[src/rtl/risc_toy_pkg.sv]
// Shared RISC_TOY definitions: interface widths, reset fetch address and opcode
// constants used by fetch and decode.
package risc_toy_pkg;

  localparam int unsigned AW_DEF       = 30;
  localparam int unsigned DW_DEF       = 32;
  localparam int unsigned RESET_PC_DEF = 0;

  typedef enum logic [5:0] {
    OPC_ALU  = 6'h00,
    OPC_ALUI = 6'h01,
    OPC_LD   = 6'h02,
    OPC_ST   = 6'h03,
    OPC_BR   = 6'h04,
    OPC_JAL  = 6'h05,
    OPC_JALR = 6'h06,
    OPC_LUI  = 6'h07
  } opcode_e;

  function automatic opcode_e opcode_of(input logic [DW_DEF-1:0] instr);
    return opcode_e'(instr[DW_DEF-1 -: 6]);
  endfunction

endpackage

[src/rtl/risc_toy_sync_fifo.sv]
// DEPTH x W synchronous FIFO with flush and occupancy count; storage is not reset,
// only pointers and count are.
module risc_toy_sync_fifo
  import risc_toy_pkg::*;
#(
  parameter int unsigned W     = 62,
  parameter int unsigned DEPTH = 4
) (
  input  logic                         clk_i,
  input  logic                         rst_i,
  input  logic                         push_i,
  input  logic                         pop_i,
  input  logic                         flush_i,
  input  logic [W-1:0]                 data_i,
  output logic [W-1:0]                 data_o,
  output logic [$clog2(DEPTH+1)-1:0]   count_o
);

  localparam int unsigned PW = (DEPTH > 1) ? $clog2(DEPTH) : 1;
  localparam int unsigned CW = $clog2(DEPTH + 1);

  logic [W-1:0]  mem_q [DEPTH];
  logic [PW-1:0] wr_q, wr_d, rd_q, rd_d;
  logic [CW-1:0] cnt_q, cnt_d;
  logic          do_pop;

  // Pointers wrap explicitly so non-power-of-two depths also work.
  function automatic logic [PW-1:0] ptr_inc(input logic [PW-1:0] p);
    return (32'(p) == DEPTH - 1) ? '0 : p + PW'(1);
  endfunction

  assign do_pop = pop_i && (cnt_q != '0);

  always_comb begin
    wr_d  = wr_q;
    rd_d  = rd_q;
    cnt_d = cnt_q;
    if (flush_i) begin
      wr_d  = '0;
      rd_d  = '0;
      cnt_d = '0;
    end else begin
      if (push_i) wr_d = ptr_inc(wr_q);
      if (do_pop) rd_d = ptr_inc(rd_q);
      case ({push_i, do_pop})
        2'b10:   cnt_d = cnt_q + CW'(1);
        2'b01:   cnt_d = cnt_q - CW'(1);
        default: cnt_d = cnt_q;
      endcase
    end
  end

  always_ff @(posedge clk_i or posedge rst_i) begin
    if (rst_i) begin
      wr_q  <= '0;
      rd_q  <= '0;
      cnt_q <= '0;
    end else begin
      wr_q  <= wr_d;
      rd_q  <= rd_d;
      cnt_q <= cnt_d;
    end
  end

  always_ff @(posedge clk_i) begin
    if (push_i && !flush_i) mem_q[wr_q] <= data_i;
  end

  assign data_o  = mem_q[rd_q];
  assign count_o = cnt_q;

  a_no_overflow: assert property (@(posedge clk_i) disable iff (rst_i)
    !(push_i && !do_pop && !flush_i && (32'(cnt_q) == DEPTH)));

endmodule

[src/rtl/risc_toy_fetch_queue.sv]
// Instruction-fetch front end: owns the fetch PC, tracks LAT cycles of in-flight
// requests and buffers returned instructions for decode.
module risc_toy_fetch_queue
  import risc_toy_pkg::*;
#(
  parameter int unsigned   AW       = AW_DEF,
  parameter int unsigned   DW       = DW_DEF,
  parameter int unsigned   DEPTH    = 4,
  parameter int unsigned   LAT      = 1,
  parameter logic [AW-1:0] RESET_PC = AW'(RESET_PC_DEF)
) (
  input  logic                        CLK,
  input  logic                        RST,
  output logic                        IREQ,
  output logic [AW-1:0]               IADDR,
  input  logic [DW-1:0]               INSTR,
  input  logic                        REDIRECT,
  input  logic [AW-1:0]               REDIRECT_PC,
  output logic                        OUT_VALID,
  input  logic                        OUT_READY,
  output logic [DW-1:0]               OUT_INSTR,
  output logic [AW-1:0]               OUT_PC,
  output logic [$clog2(DEPTH+1)-1:0]  OCC
);

  localparam int unsigned CW = $clog2(DEPTH + 1);

  logic [AW-1:0]    fpc_q, fpc_d;
  logic [LAT-1:0]   vld_q, vld_d;
  logic [AW-1:0]    pc_q [LAT];
  logic [AW-1:0]    pc_d [LAT];
  logic [CW-1:0]    occ;
  logic [DW+AW-1:0] head;
  logic             ireq, push, pop;
  int unsigned      inflight;

  always_comb begin
    inflight = 0;
    for (int i = 0; i < LAT; i++) begin
      if (vld_q[i]) inflight = inflight + 1;
    end
  end

  // Credit counts only registered state, so a same-cycle pop never frees a slot early.
  assign ireq  = !RST && !REDIRECT && ((32'(occ) + inflight) < DEPTH);
  assign IREQ  = ireq;
  assign IADDR = fpc_q;

  always_comb begin
    vld_d = vld_q;
    pc_d  = pc_q;
    fpc_d = fpc_q;
    if (REDIRECT) begin
      vld_d = '0;
      fpc_d = REDIRECT_PC;
    end else begin
      vld_d[0] = ireq;
      pc_d[0]  = fpc_q;
      for (int i = 1; i < LAT; i++) begin
        vld_d[i] = vld_q[i-1];
        pc_d[i]  = pc_q[i-1];
      end
      if (ireq) fpc_d = fpc_q + AW'(1);
    end
  end

  always_ff @(posedge CLK or posedge RST) begin
    if (RST) begin
      vld_q <= '0;
      fpc_q <= RESET_PC;
    end else begin
      vld_q <= vld_d;
      fpc_q <= fpc_d;
    end
  end

  always_ff @(posedge CLK) begin
    pc_q <= pc_d;
  end

  // The last stage lines up with INSTR; a redirect drops that response too.
  assign push = vld_q[LAT-1] && !REDIRECT;
  assign pop  = OUT_VALID && OUT_READY && !REDIRECT;

  risc_toy_sync_fifo #(
    .W     (DW + AW),
    .DEPTH (DEPTH)
  ) u_queue (
    .clk_i   (CLK),
    .rst_i   (RST),
    .push_i  (push),
    .pop_i   (pop),
    .flush_i (REDIRECT),
    .data_i  ({INSTR, pc_q[LAT-1]}),
    .data_o  (head),
    .count_o (occ)
  );

  assign OUT_VALID = (occ != '0);
  assign OUT_INSTR = OUT_VALID ? head[DW+AW-1:AW] : '0;
  assign OUT_PC    = OUT_VALID ? head[AW-1:0] : '0;
  assign OCC       = occ;

endmodule
[config.mk]
export PLATFORM = sky130hd
export DESIGN_NAME = risc_toy_fetch_queue
export DESIGN_NICKNAME = d
export VERILOG_FILES = /design/src/rtl/risc_toy_pkg.sv /design/src/rtl/risc_toy_sync_fifo.sv /design/src/rtl/risc_toy_fetch_queue.sv
export SDC_FILE = /design/constraint.sdc
export NUM_CORES = 1
export LEC_CHECK = 0
export BUFFER_PORTS_ARGS = -buffer_cell sky130_fd_sc_hd__buf_2
export CAP_MARGIN = 20
export CORE_MARGIN = 2
export CORE_UTILIZATION = 35
export DETAILED_ROUTE_END_ITERATION = 16
export PLACE_DENSITY = 0.5
export SLEW_MARGIN = 20
export SYNTH_ARGS = -nofsm -noshare
export SYNTH_HDL_FRONTEND = slang
export SYNTH_HIERARCHICAL = 1
export SYNTH_SLANG_ARGS = --single-unit
[constraint.sdc]
create_clock -name CLK -period 9.1 [get_ports CLK]
set_clock_uncertainty 0.15 [all_clocks]
set_input_delay 0.455 -clock CLK [delete_from_list [all_inputs] [get_ports CLK]]
set_output_delay 0.455 -clock CLK [all_outputs]
set_load 0.1 [all_outputs]
; ---- After elaboration in Yosys (flattened, before gate mapping)
; Memory sizes are Yosys's and may differ from the RTL's.
; Index checks and enable logic that the tools add are counted.
[totals]
ff_bits = 68
n_memories = 1
rom_bits = 0
ram_bits = 248
wordCells = 48
latch_bits = 0
in_bits = 66
[memory_table]
columns = name, depth, width, read_ports, rd_clocked_by_memory_dff, wr, line
row1 = u_queue.mem_q, 4, 62, 1, 0, 1, risc_toy_sync_fifo.sv:22  ; logic [W-1:0] mem_q [DEPTH];
[classes]
add_sub_neg = 6
mux = 16
n_eq_ne = 4
n_div = 0
magnitude_cmp = 1
n_bitwise = 0
n_reduce_logical = 14
n_mul = 0
shifts = 0
[ops]
columns = cell, count
row1 = two-way mux 30 bit, 3
row2 = adder 3 x 32 -> 32 bit, 1
row3 = "< comparator 32 x 3 -> 1 bit, second input constant", 1
row4 = two-way mux 32 bit, 1
row5 = "adder 30 x 1 -> 30 bit, second input constant", 1
row6 = two-way mux 2 bit, 6
row7 = logical AND 1 bit, 7
row8 = "== test 2 bit, second input constant", 3
row9 = one-hot mux 3 bit (2 select lines), 1
row10 = nonzero test 2 bit, 3
row11 = nonzero test 3 bit, 2
row12 = "adder 2 x 1 -> 2 bit, second input constant", 2
row13 = two-way mux 1 bit, 4
row14 = "adder 3 x 1 -> 3 bit, second input constant", 1
row15 = two-way mux 3 bit, 1
row16 = "subtractor 3 x 1 -> 3 bit, second input constant", 1
row17 = "== test 2 x 1 -> 1 bit, second input constant", 1
row18 = logical NOT 1 bit, 2

; ---- Longest topological paths before layout
[logic_depth]
ltp_word = 7
ltp_mapped = 9
ltp_nobuf = 9

; ---- By module
; The synthesis kept the hierarchy.
[modules_own_cells]
columns = module, instances, seq_area_each_um2, cells_per_inst, area_per_inst_um2
row1 = risc_toy_sync_fifo, 1, 7622.3, 376, 9500.4
row2 = risc_toy_fetch_queue, 1, 1676.6, 321, 3224.3

; ---- Worst setup path before layout
; Ideal clock, no wire load.
[synth_path]
path_type = reg2reg
from = register u_queue.cnt_q[1] (netlist: u_queue/count_o[1])
to = register u_queue.cnt_q[1] (netlist: u_queue/count_o[1])
arrival_ps = 3735
t_required_ps = 8867
slack_ps = 5133
stages_incl_launch_ff = 9
cell_sequence = dfrtp_1 > nor3_1 > inv_1 > and3_1 > o31ai_2 > nor2_1 > fa_1 > or3b_1 > a31oi_1
[synth_between]
elab_chain_len = 7
elab_cells_between_ends = 11
[synth_lines]
columns = item, line
row1 = start: declaration, risc_toy_sync_fifo.sv:24  ; logic [CW-1:0] cnt_q, cnt_d;
row2 = start signal: assignment, risc_toy_sync_fifo.sv:61  ; cnt_q <= cnt_d;
row3 = nonzero test 3 bit *, risc_toy_fetch_queue.sv:99  ; assign OUT_VALID = (occ != '0);
row4 = via OUT_VALID, risc_toy_fetch_queue.sv:19  ; output logic OUT_VALID,
row5 = logical AND 1 bit * (2 in a row), risc_toy_fetch_queue.sv:83  ; assign pop = OUT_VALID && OUT_READY && !REDIRECT;
row6 = via pop, risc_toy_fetch_queue.sv:34  ; logic ireq, push, pop;
row7 = logical AND 1 bit *, risc_toy_sync_fifo.sv:32  ; assign do_pop = pop_i && (cnt_q != '0);
row8 = == test 2 x 1 -> 1 bit / == test 2 bit (equally long branches), risc_toy_sync_fifo.sv:45  ; case ({push_i, do_pop})
row9 = one-hot mux 3 bit (2 select lines), risc_toy_sync_fifo.sv:45
row10 = two-way mux 3 bit, risc_toy_sync_fifo.sv:38  ; if (flush_i) begin
; The timed path passes the listed nets; every way through them passes the cells marked *.
; A chain may end at the register's enable or synchronous reset.

; ---- Worst setup path in the final report
[layout_path]
from = register u_queue.rd_q[0]
to = output port OUT_PC[28]
[layout_between]
elab_chain_len = 2
[layout_lines]
columns = item, line
row1 = start: declaration, risc_toy_sync_fifo.sv:23  ; logic [PW-1:0] wr_q, wr_d, rd_q, rd_d;
row2 = start signal: assignment, risc_toy_sync_fifo.sv:60  ; rd_q <= rd_d;
row3 = memory (4 x 62 bit), --
row4 = via head[28], risc_toy_fetch_queue.sv:33  ; logic [DW+AW-1:0] head;
row5 = two-way mux 30 bit, risc_toy_fetch_queue.sv:101  ; assign OUT_PC = OUT_VALID ? head[AW-1:0] : '0;
row6 = end: declaration, risc_toy_fetch_queue.sv:22  ; output logic [AW-1:0] OUT_PC,
; The timed path passes the listed nets, and every way through them passes these cells.

==> metrics.cfg <==
[die]
start_util_pct=35.7
die_x_um=195
fp.dieH_um=195
io_pins=163
rows=69
core_area_um2=35700
die_area_um2=37900

[global_routing]
grt_antenna_before_repair=0
grt_max_degree=64
grt_overflow=0
grt_pass1_wl_um=42800
track_usage_pct=14.7
grt_pass1_vias=7238

[detailed_routing]
wl_met3_um=1300
wl_um=27400
drc_errors=0
wl_per_cell_um=19.8
drt_first_pass_iters=4
met2_length_um=12900
routed.top_layer=met4
met1Wirelength_um=12600
ant_nets=0
vias=6880
drtIter0Drc=324
viasPerCell=4.97

[timing]
final-hold-violation-count=0
rsz0062_at_grt=no
tightest_slew_ns=1.06
max_freq_ghz=0.264
finalSetupViolations=0
slew_viol_final=0
slew_headroom_pct=29.1
period_needed_ns=3.79
timing.hold.ws_ns=0.0213
finalWorstSetupSlack_ns=5.31
period_share_pct=41.7
setup_tns_ns=0

[worst_setup_path]
reg2reg_depth=4
r2r_slack_ns=6.42
critPathLaunchType=flop
cp.required_ns=8.50
crit_path_end=OUT_PC[28]
r2r_start=u_queue/count_o[1]
worstReg2RegEnd=IADDR[26]
worstSetupPathType=flop to output pin
startpoint=u_queue/rd_q[0]
end_kind=output pin
arrival_ns=3.19
path_max_fanout=40

[final_layout]
nFillCells=3237
fin_area_um2=15300
area.growth.synth_to_final_pct=20.2
fin_util_pct=42.9
final_layout_size_suffix_gt1_share_pct=32.1
layout.nets=966
diodes=0
layoutNonFillerInstCount=1383

[pwr]
peakVddDrop_mv=0.100
p_leak_nw=5.31
seqPwrFrac_pct=49.4
p_per_area_nw_per_um2=220
clkPwrFrac_pct=40.8
power.total_mw=3.37
internal-power_mw=2.51
swShare_pct=25.7
power.switching_uw=867
p_comb_share_pct=9.8

[placed_design]
place_inst=1294
place_ws_ns=5.72
dp_hpwl_um=16000
gp_congestion=0.746
portBuffers=162
placed_area_um2=13900

[cts]
htree_levels=2
cts_buffer_depth=3
clkTransAtPathRegs_ns=0.06
cts.sinks=316
numCtsBuffers=36
cts-root-buf=clkbuf_16
cts_tree=yes
clk_latency_ns=0.51

[logic_synthesis]
synth-edff-count=278
yosysWarningCount=6
async_reset_ff_share_pct=12.0
syn_nets=769
avgSynthCellArea_um2=18.3
syn_inst=697
synth_seq_cells=316
netlist_area_um2=12700
ys.flop_type=edfxtp_1
synthDistinctLibCells=49
yosysSeqAreaShare_pct=73.1

[min_path]
hp-class=primary input to flop
min_from=INSTR[31]

[outcome]
status=finished, final reports clean

[run]
maxCapViolCount=0

==> worst min-delay path by stage <==
| stage | end | slack [ns] | cells after the start |
|---|---|---|---|
| 2_1_floorplan | u_queue/count_o[0] | 0.11 | 1 |
| 3_3_place_gp | u_queue/count_o[2] | 0.31 | 2 |
| 3_5_place_dp | u_queue/count_o[1] | 0.32 | 2 |
| 4_1_cts | u_queue/mem_q[2][38] | 0.0004 | 1 |
| 5_1_grt | u_queue/mem_q[0][31] | 0.004 | 1 |
| 6_report | u_queue/mem_q[0][61] | 0.02 | 1 |
==> repair_timing <==
action                                 CTS  global route
setup endpoints to repair                0             0
hold buffers                            23             0
gates resized for setup                  0             0
endpoints found under the hold margin   71             0
buffers inserted                         0             0
==> layer usage <==
| layer | global-route usage [%] | vias to the layer above |
|---|---|---|
| li1 | - | 3166 |
| met1 | 20.4 | 3518 |
| met2 | 23.6 | 161 |
| met3 | 2.86 | 35 |
| met4 | 4.22 | 0 |
| met5 | 0 | - |
==> state kept, by name, summed over array words and instances (netlist names) <==
name	flops
IADDR	30
u_queue/wr_q	2
u_queue/mem_q	248
u_queue/rd_q	2
u_queue/count_o	3
vld_q	1
pc_q	30
==> layout by cell type (no fill, tap or decap), types with 6 or more instances in the layout <==
master,count
nand3_1,14
o21ai_0,6
edfxtp_1,278
nor2_1,27
buf_4,6
clkinv_2,8
dlygate4sd3_1,23
or4_1,13
mux4_2,62
inv_1,13
nand2_1,35
o21ai_1,10
nand4_1,10
a31oi_1,12
dfrtp_1,36
clkbuf_16,37
nor2b_1,64
buf_2,162
clkbuf_1,9
o31ai_1,9
nor3_1,6
xnor2_1,11
==> logic make-up after synthesis <==
kind of cell	synth area share, %
and+or+nand+nor	8.57
muxes	11.3
AOI/OAI and AO/OA	2.93
buffers and inverters	2.38
DFF	73.1
xor gates and xnor gates	1.10
adders and majority gates	0.649
==> power groups by stage <==
| stage | Combinational (mW) | Sequential (mW) | Clock [mW] |
|---|---|---|---|
| 2_1_floorplan | 0.162 | 1.77 | 0 |
| 3_3_place_gp | 0.326 | 1.69 | 0 |
| 3_5_place_dp | 0.327 | 1.69 | 0 |
| 4_1_cts | 0.335 | 1.66 | 1.42 |
| 5_1_grt | 0.349 | 1.67 | 1.48 |
| 6_report | 0.330 | 1.66 | 1.38 |
==> cell usage after synthesis (all sizes together), types with 2 or more instances <==
| library cell | count | share of area, % |
|---|---|---|
| o211ai | 2 | 0.12 |
| and3 | 2 | 0.098 |
| dfrtp | 38 | 7.5 |
| a311o | 3 | 0.24 |
| edfxtp | 278 | 66 |
| mux2i | 4 | 0.31 |
| mux4 | 62 | 11 |
| or3 | 4 | 0.20 |
| and2 | 4 | 0.20 |
| o21ai | 16 | 0.63 |
| buf | 17 | 1.5 |
| o31ai | 10 | 0.63 |
| nor3 | 7 | 0.28 |
| xor2 | 5 | 0.34 |
| o311ai | 3 | 0.21 |
| nor2 | 27 | 0.80 |
| nand2 | 35 | 1.0 |
| nand4 | 11 | 0.66 |
| ha | 5 | 0.49 |
| xnor2 | 11 | 0.76 |
| or4 | 14 | 0.86 |
| nand3 | 14 | 0.55 |
| a31oi | 12 | 0.59 |
| nor4 | 3 | 0.15 |
| inv | 13 | 0.38 |
| and4 | 3 | 0.21 |
| clkbuf | 15 | 0.44 |
| nor2b | 64 | 3.1 |
==> critical path, cell delays in order, from the launching register on <==
cell and delay, ns:
dfrtp_4 0.77, buf_4 0.75, mux4_2 0.64, nor2b_1 0.15, buf_2 0.32
==> final cells by class <==
class | instances | area (µm²) | area share, %
Sequential cell | 316 | 9310 | 60.8
Multi-Input combinational cell | 335 | 3140 | 20.5
Timing Repair Buffer | 191 | 1090 | 7.10
Clock buffer | 48 | 987 | 6.45
Tap cell | 461 | 577 | 3.77
Clock inverter | 18 | 149 | 0.973
Inverter | 14 | 52.6 | 0.344
Power figures use the tool's default switching activity.
